==> src/rtl/if_fetch_queue_pkg.sv <==
// Shared fetch constants, entry tag type and the fixed VA->PA mapping.
// Also used by the data-side fetch for address translation.
package if_fetch_queue_pkg;

    localparam logic [31:0] RESET_PC_DEFAULT = 32'hBFC0_0000;
    localparam int          PC_W             = 32;
    localparam int          EXCCODE_W        = 8;
    localparam logic [EXCCODE_W-1:0] EXC_ADEL = 8'h04;
    localparam logic [EXCCODE_W-1:0] EXC_NONE = 8'h00;
    localparam logic [1:0]  KSEG_SEL         = 2'b10;
    localparam logic [31:0] KSEG_MASK        = 32'h1FFF_FFFF;

    typedef struct packed {
        logic [PC_W-1:0] pc;
        logic            exc;
    } fq_tag_t;

    // kseg0/kseg1 drop the segment bits; every other segment is identity.
    function automatic logic [31:0] map_addr(input logic [31:0] va);
        logic [31:0] pa;
        pa = va;
        if (va[31:30] == KSEG_SEL) begin
            pa = va & KSEG_MASK;
        end
        return pa;
    endfunction

endpackage

==> src/rtl/if_fetch_queue_fetch_entry_queue.sv <==
// In-order fetch entry storage: allocate at issue, fill on response,
// pop at the head; flush drops everything.
module fetch_entry_queue
    import if_fetch_queue_pkg::*;
#(
    parameter int DEPTH  = 4,
    parameter int DATA_W = 32
) (
    input  logic                   clk,
    input  logic                   rst_n,
    input  logic                   flush_i,
    input  logic                   alloc_i,
    input  fq_tag_t                alloc_tag_i,
    input  logic                   fill_i,
    input  logic [DATA_W-1:0]      fill_data_i,
    input  logic                   pop_i,
    output logic [$clog2(DEPTH):0] count_o,
    output logic [$clog2(DEPTH):0] unfilled_o,
    output fq_tag_t                head_tag_o,
    output logic [DATA_W-1:0]      head_inst_o,
    output logic                   head_filled_o
);

    localparam int PW = $clog2(DEPTH);
    localparam int CW = PW + 1;

    fq_tag_t           tag_q  [DEPTH];
    logic [DATA_W-1:0] inst_q [DEPTH];
    logic [DEPTH-1:0]  filled_q;
    logic [PW-1:0]     head_q;
    logic [PW-1:0]     tail_q;
    logic [PW-1:0]     fill_q;
    logic [CW-1:0]     count_q;
    logic [CW-1:0]     unfilled_q;
    logic              fill_ok;
    logic              alloc_req;

    assign fill_ok   = fill_i && (unfilled_q != '0);
    assign alloc_req = alloc_i && !alloc_tag_i.exc;

    always_ff @(posedge clk) begin
        if (!rst_n || flush_i) begin
            head_q     <= '0;
            tail_q     <= '0;
            fill_q     <= '0;
            count_q    <= '0;
            unfilled_q <= '0;
            filled_q   <= '0;
        end else begin
            if (alloc_i) begin
                tail_q           <= tail_q + PW'(1);
                filled_q[tail_q] <= alloc_tag_i.exc;
            end
            if (fill_ok) begin
                fill_q           <= fill_q + PW'(1);
                filled_q[fill_q] <= 1'b1;
            end
            if (pop_i) begin
                head_q <= head_q + PW'(1);
            end
            count_q    <= count_q + CW'(alloc_i) - CW'(pop_i);
            unfilled_q <= unfilled_q + CW'(alloc_req) - CW'(fill_ok);
        end
    end

    // Exception entries are born filled with a zero instruction.
    always_ff @(posedge clk) begin
        if (alloc_i) begin
            tag_q[tail_q] <= alloc_tag_i;
            if (alloc_tag_i.exc) begin
                inst_q[tail_q] <= '0;
            end
        end
        if (fill_ok) begin
            inst_q[fill_q] <= fill_data_i;
        end
    end

    assign count_o       = count_q;
    assign unfilled_o    = unfilled_q;
    assign head_tag_o    = tag_q[head_q];
    assign head_inst_o   = inst_q[head_q];
    assign head_filled_o = filled_q[head_q];

endmodule

==> src/rtl/if_fetch_queue.sv <==
// Pipelined instruction fetch with an in-order response queue,
// redirect flush with stale-response discard, and AdEL on misaligned PC.
module if_fetch_queue
    import if_fetch_queue_pkg::*;
#(
    parameter int          DEPTH    = 4,
    parameter logic [31:0] RESET_PC = RESET_PC_DEFAULT,
    parameter int          DATA_W   = 32
) (
    input  logic                 clk,
    input  logic                 rst_n,
    input  logic                 redirect_valid,
    input  logic [31:0]          redirect_pc,
    input  logic                 id_ready,
    output logic                 if_valid,
    output logic [31:0]          if_pc,
    output logic [DATA_W-1:0]    if_inst,
    output logic                 if_exc,
    output logic [EXCCODE_W-1:0] if_exccode,
    output logic                 inst_req,
    output logic [31:0]          inst_addr,
    input  logic                 inst_addr_ok,
    input  logic                 inst_data_ok,
    input  logic [DATA_W-1:0]    inst_rdata
);

    localparam int            CW      = $clog2(DEPTH) + 1;
    localparam logic [CW-1:0] DEPTH_C = CW'(DEPTH);

    logic [31:0]       fetch_pc_q, fetch_pc_d;
    logic              halted_q, halted_d;
    logic [CW-1:0]     discard_q, discard_d;

    logic [CW-1:0]     count;
    logic [CW-1:0]     unfilled;
    fq_tag_t           head_tag;
    fq_tag_t           alloc_tag;
    logic [DATA_W-1:0] head_inst;
    logic              head_filled;

    logic room, aligned, hs, mis, alloc, drop, fill, pop;

    assign room    = rst_n && !halted_q && !redirect_valid
                   && (count < DEPTH_C);
    assign aligned = (fetch_pc_q[1:0] == 2'b00);

    assign inst_req  = room && aligned;
    assign inst_addr = map_addr(fetch_pc_q);

    assign hs    = inst_req && inst_addr_ok;
    assign mis   = room && !aligned;
    assign alloc = hs || mis;

    assign alloc_tag = '{pc: fetch_pc_q, exc: mis};

    assign drop = inst_data_ok && (discard_q != '0);
    assign fill = inst_data_ok && !drop && !redirect_valid;

    assign if_valid = head_filled && (count != '0) && !redirect_valid;
    assign pop      = if_valid && id_ready;

    fetch_entry_queue #(
        .DEPTH  (DEPTH),
        .DATA_W (DATA_W)
    ) u_queue (
        .clk           (clk),
        .rst_n         (rst_n),
        .flush_i       (redirect_valid),
        .alloc_i       (alloc),
        .alloc_tag_i   (alloc_tag),
        .fill_i        (fill),
        .fill_data_i   (inst_rdata),
        .pop_i         (pop),
        .count_o       (count),
        .unfilled_o    (unfilled),
        .head_tag_o    (head_tag),
        .head_inst_o   (head_inst),
        .head_filled_o (head_filled)
    );

    // Every unfilled request still owes one response that must be dropped.
    always_comb begin
        fetch_pc_d = fetch_pc_q;
        halted_d   = halted_q;
        discard_d  = discard_q;
        if (redirect_valid) begin
            fetch_pc_d = redirect_pc;
            halted_d   = 1'b0;
            discard_d  = discard_q + unfilled - CW'(inst_data_ok);
        end else begin
            if (hs) begin
                fetch_pc_d = fetch_pc_q + 32'd4;
            end
            if (mis) begin
                halted_d = 1'b1;
            end
            if (drop) begin
                discard_d = discard_q - CW'(1);
            end
        end
    end

    always_ff @(posedge clk) begin
        if (!rst_n) begin
            fetch_pc_q <= RESET_PC;
            halted_q   <= 1'b0;
            discard_q  <= '0;
        end else begin
            fetch_pc_q <= fetch_pc_d;
            halted_q   <= halted_d;
            discard_q  <= discard_d;
        end
    end

    assign if_pc      = if_valid ? head_tag.pc : 32'h0;
    assign if_exc     = if_valid && head_tag.exc;
    assign if_inst    = (if_valid && !head_tag.exc) ? head_inst : '0;
    assign if_exccode = if_exc ? EXC_ADEL : EXC_NONE;

    a_resp_outstanding: assert property (
        @(posedge clk) disable iff (!rst_n)
        inst_data_ok |-> (discard_q != '0 || unfilled != '0));

    a_discard_bound: assert property (
        @(posedge clk) disable iff (!rst_n)
        discard_q <= DEPTH_C);

endmodule

==> config.mk <==
export PLATFORM = sky130hd
export DESIGN_NAME = if_fetch_queue
export DESIGN_NICKNAME = d
export VERILOG_FILES = /design/src/rtl/if_fetch_queue_pkg.sv /design/src/rtl/if_fetch_queue_fetch_entry_queue.sv /design/src/rtl/if_fetch_queue.sv
export SDC_FILE = /design/constraint.sdc
export NUM_CORES = 1
export LEC_CHECK = 0
export BUFFER_PORTS_ARGS = -buffer_cell sky130_fd_sc_hd__buf_2
export CORE_ASPECT_RATIO = 0.6
export CORE_MARGIN = 2
export CORE_UTILIZATION = 54
export DETAILED_ROUTE_END_ITERATION = 10
export PLACE_DENSITY = 0.76
export SLEW_MARGIN = 40
export SYNTH_ARGS = -nofsm -noshare
export SYNTH_HDL_FRONTEND = slang
export SYNTH_SLANG_ARGS = --single-unit
export TNS_END_PERCENT = 20
==> constraint.sdc <==
create_clock -name clk -period 4.6 [get_ports clk]
set_clock_uncertainty 0.2 [all_clocks]
set_input_delay 0.92 -clock clk [delete_from_list [all_inputs] [get_ports clk]]
set_output_delay 0.92 -clock clk [all_outputs]
set_load 0.005 [all_outputs]
==> results.py <==
metrics = {
    "die": {
        "die_h_um": 129,
        "die-area_um2": 27500,
        "rows": 45,
        "die_width_um": 213,
        "pin_count": 177,
        "initial_core_util_pct": 55.4,
        "fp.coreArea_um2": 25500,
    },
    "sta": {
        "min_period_ps": 3460,
        "fmax_mhz": 289,
        "hold_viol": 0,
        "worst_pin_slew_ps": 663,
        "setup_tns_ps": 0,
        "relSlewSlack_pct": 55.8,
        "rsz0062_at_grt": "no",
        "slew_violations": 0,
        "fin_crit_sh_pct": 75.3,
        "setup_violations": 0,
    },
    "critical_path": {
        "crit_fanout": 64,
        "r2r_cells": 11,
        "cp.required_ps": 3480,
        "path_buf_inv": 2,
        "cp_top_family": "multiplexers",
        "crit_end": "if_pc[28]",
        "slowest_delay_ps": 630,
        "cp.arrival_ps": 2340,
        "path_depth": 4,
        "rr_startpoint": "u_queue.head_q[0]",
        "r2r-end": "u_queue.count_o[2]",
        "worstSetupEndpointType": "output pin",
        "path_cells": "buf_12 > mux4_2 > and2_1 > buf_2",
        "critPathKind": "register to output pin",
        "cpMaxStageDelayCell": "mux4_2",
        "reg2reg_setup_slack_ps": 1460,
        "cp-start-kind": "register",
    },
    "global_route": {
        "antenna_found_initial": 1,
        "grt_pass1_vias": 8544,
        "overflow": 0,
        "grt_max_degree": 85,
        "grt_pass1_wl_mm": 49.1,
        "grt_usage_pct": 23.5,
    },
    "clocking": {
        "insertion_delay_ps": 550,
        "post-cts-setup-buffer-count": 0,
        "numCtsBuffers": 29,
        "root_buffer": "clkbuf_16",
        "htreeDepth": 1,
        "hold_buffers": 0,
        "cts_resized": 0,
        "clockBufferDepth": 3,
        "cts_tree": "yes",
        "clk_pin_slew_ps": 70,
        "cts_sinks": 314,
    },
    "power_and_ir_drop": {
        "pwr-share-clk_pct": 41.2,
        "ir_drop_mv": 0.278,
        "p_leak_nw": 6.06,
        "p_sw_share_pct": 21.2,
        "seq_power_share_pct": 54.3,
        "comb_power_share_pct": 4.5,
        "intPower_mw": 4.61,
        "power.density_nw_per_um2": 364,
        "power.switching_mw": 1.24,
    },
    "logic_synthesis": {
        "async_flop_share_pct": 0,
        "seq_area_frac_synth_pct": 62.9,
        "synth_cell_types": 62,
        "synth_top_cell_area_share_pct": 55.2,
        "syn_area_um2": 14100,
        "synth_warnings": 0,
        "synth_edf_count": 260,
        "synth_ff_type": "edfxtp_1",
        "synthTopCellsByArea": "edfxtp_1 55%, mux4_2 11%, dfxtp_1 7.6%",
        "synth_area_leader_cell": "edfxtp_1",
        "synth_seq_cells": 314,
        "syn-instance-count": 976,
        "syn_area_per_cell_um2": 14.5,
    },
    "place": {
        "gp_congestion": 0.825,
        "dp_hpwl_mm": 19.7,
        "port_buffers": 169,
        "dp_cells": 1425,
    },
    "final_layout": {
        "nNetsFinal": 1195,
        "seq_area_um2": 8890,
        "layout_common_cells": "260 x edfxtp_1, 169 x buf_2, 136 x and3_1",
        "syn_to_final_growth_pct": 13.7,
        "layout_commonest_cell": "edfxtp_1",
        "drive_gt1_share_pct": 28.4,
        "final_cells": 1478,
        "multiInputGateArea_um2": 4650,
        "fill_cells": 1851,
    },
    "outcome": {
        "status": "finished, final reports clean",
    },
    "min_path": {
        "min-delay-path-class": "register to register",
    },
    "route": {
        "drt-pass1-iter-count": 5,
        "wl_mm": 31.7,
        "drt_iter0_drc": 788,
        "avgViaCountPerCell": 5.81,
        "drc_errors": 0,
        "wire_per_inst_um": 21.5,
        "ant_nets": 0,
        "vias": 8589,
    },
    "flow_run": {
        "cap_viol_max_count": 0,
    },
}
[cells by family after synthesis]
kind of cell | Yosys count | synth area share (%)
and+or+nand+nor | 335 | 14.3
muxes | 74 | 11.1
other | 1 | 0.0265
buffers and inverters | 129 | 4.56
DFF | 314 | 62.9
adders and majority gates | 21 | 2.02
AOI/OAI and AO/OA | 86 | 4.10
xor gates and xnor gates | 16 | 0.991
[stage by stage]
step	utilization (%)	area (µm²)	power, mW	hold WS (ps)	setup slack, ps
2_1_floorplan	-	14200	3.39	265	492
3_3_place_gp	59.3	15100	3.48	289	962
3_5_place_dp	59.3	15100	3.50	293	889
4_1_cts	63.0	16100	5.89	305	1080
5_1_grt	63.0	16100	6.04	327	1010
6_report	63.0	16100	5.85	304	1140
[state kept, by name, summed over array words and instances, names as in the netlist, named ones only]
signal and flops:
u_queue.tag_q 132, u_queue.inst_q 128, fetch_pc_q 32, u_queue.filled_q 4, discard_q 3, u_queue.count_o 3, u_queue.unfilled_o 3, u_queue.fill_q 2
u_queue.head_q 2, u_queue.tail_q 2, halted_q 1
[worst min-delay path by stage]
stage                        end              start  cells past startpoint
2_1_floorplan  u_queue.tail_q[1]  u_queue.tail_q[1]                      2
3_3_place_gp        discard_q[2]       discard_q[2]                      2
3_5_place_dp   u_queue.tail_q[1]  u_queue.tail_q[1]                      2
4_1_cts        u_queue.tail_q[1]  u_queue.tail_q[1]                      2
5_1_grt                 halted_q           halted_q                      1
6_report       u_queue.tail_q[1]  u_queue.tail_q[1]                      2
[worst reg2reg max path, stage by stage (launching register included)]
cell and delay, ps:
dfxtp_1 420, mux4_2 530, o311a_1 140, buf_4 260, and2_1 230, ha_1 270
inv_1 40, ha_1 180, fa_1 380, xnor2_1 180, xnor2_1 140, nor2_1 60
[power by group through the flow]
stage / registers, mW / clock network, mW / logic (mW)
floorplan: 3.21 / 0 / 0.178
global placement: 3.23 / 0 / 0.252
detailed placement: 3.24 / 0 / 0.260
CTS: 3.17 / 2.46 / 0.262
global route: 3.18 / 2.57 / 0.289
finish: 3.18 / 2.41 / 0.262
[cell usage after synthesis, types with 23 or more instances]
| cell | number |
|---|---|
| mux4_2 | 66 |
| nand2_1 | 35 |
| dfxtp_1 | 54 |
| clkbuf_1 | 49 |
| and2_1 | 38 |
| nor2b_1 | 37 |
| inv_1 | 26 |
| and3_1 | 136 |
| nor2_1 | 30 |
| a21oi_1 | 23 |
| edfxtp_1 | 260 |
| buf_4 | 38 |
[area by class of cell]
cell class	instances	share of cell area (%)
clock inverters	18	1.26
clock buffers	34	4.63
multi-input cells	539	28.9
flip-flops and latches	314	55.3
diodes	1	0.0156
inverters	27	0.630
well taps	352	2.74
repair buffers	193	6.46
[metal layers]
| layer | global-route usage [%] | vias to the layer above | share of wire, % |
|---|---|---|---|
| li1 | - | 3940 | - |
| met4 | 4.61 | 0 | 1.7 |
| met3 | 4.00 | 41 | 5.8 |
| met1 | 36.3 | 4328 | 48 |
| met5 | 0 | - | 0 |
| met2 | 35.6 | 280 | 45 |
(Power assumes the default switching activity.)
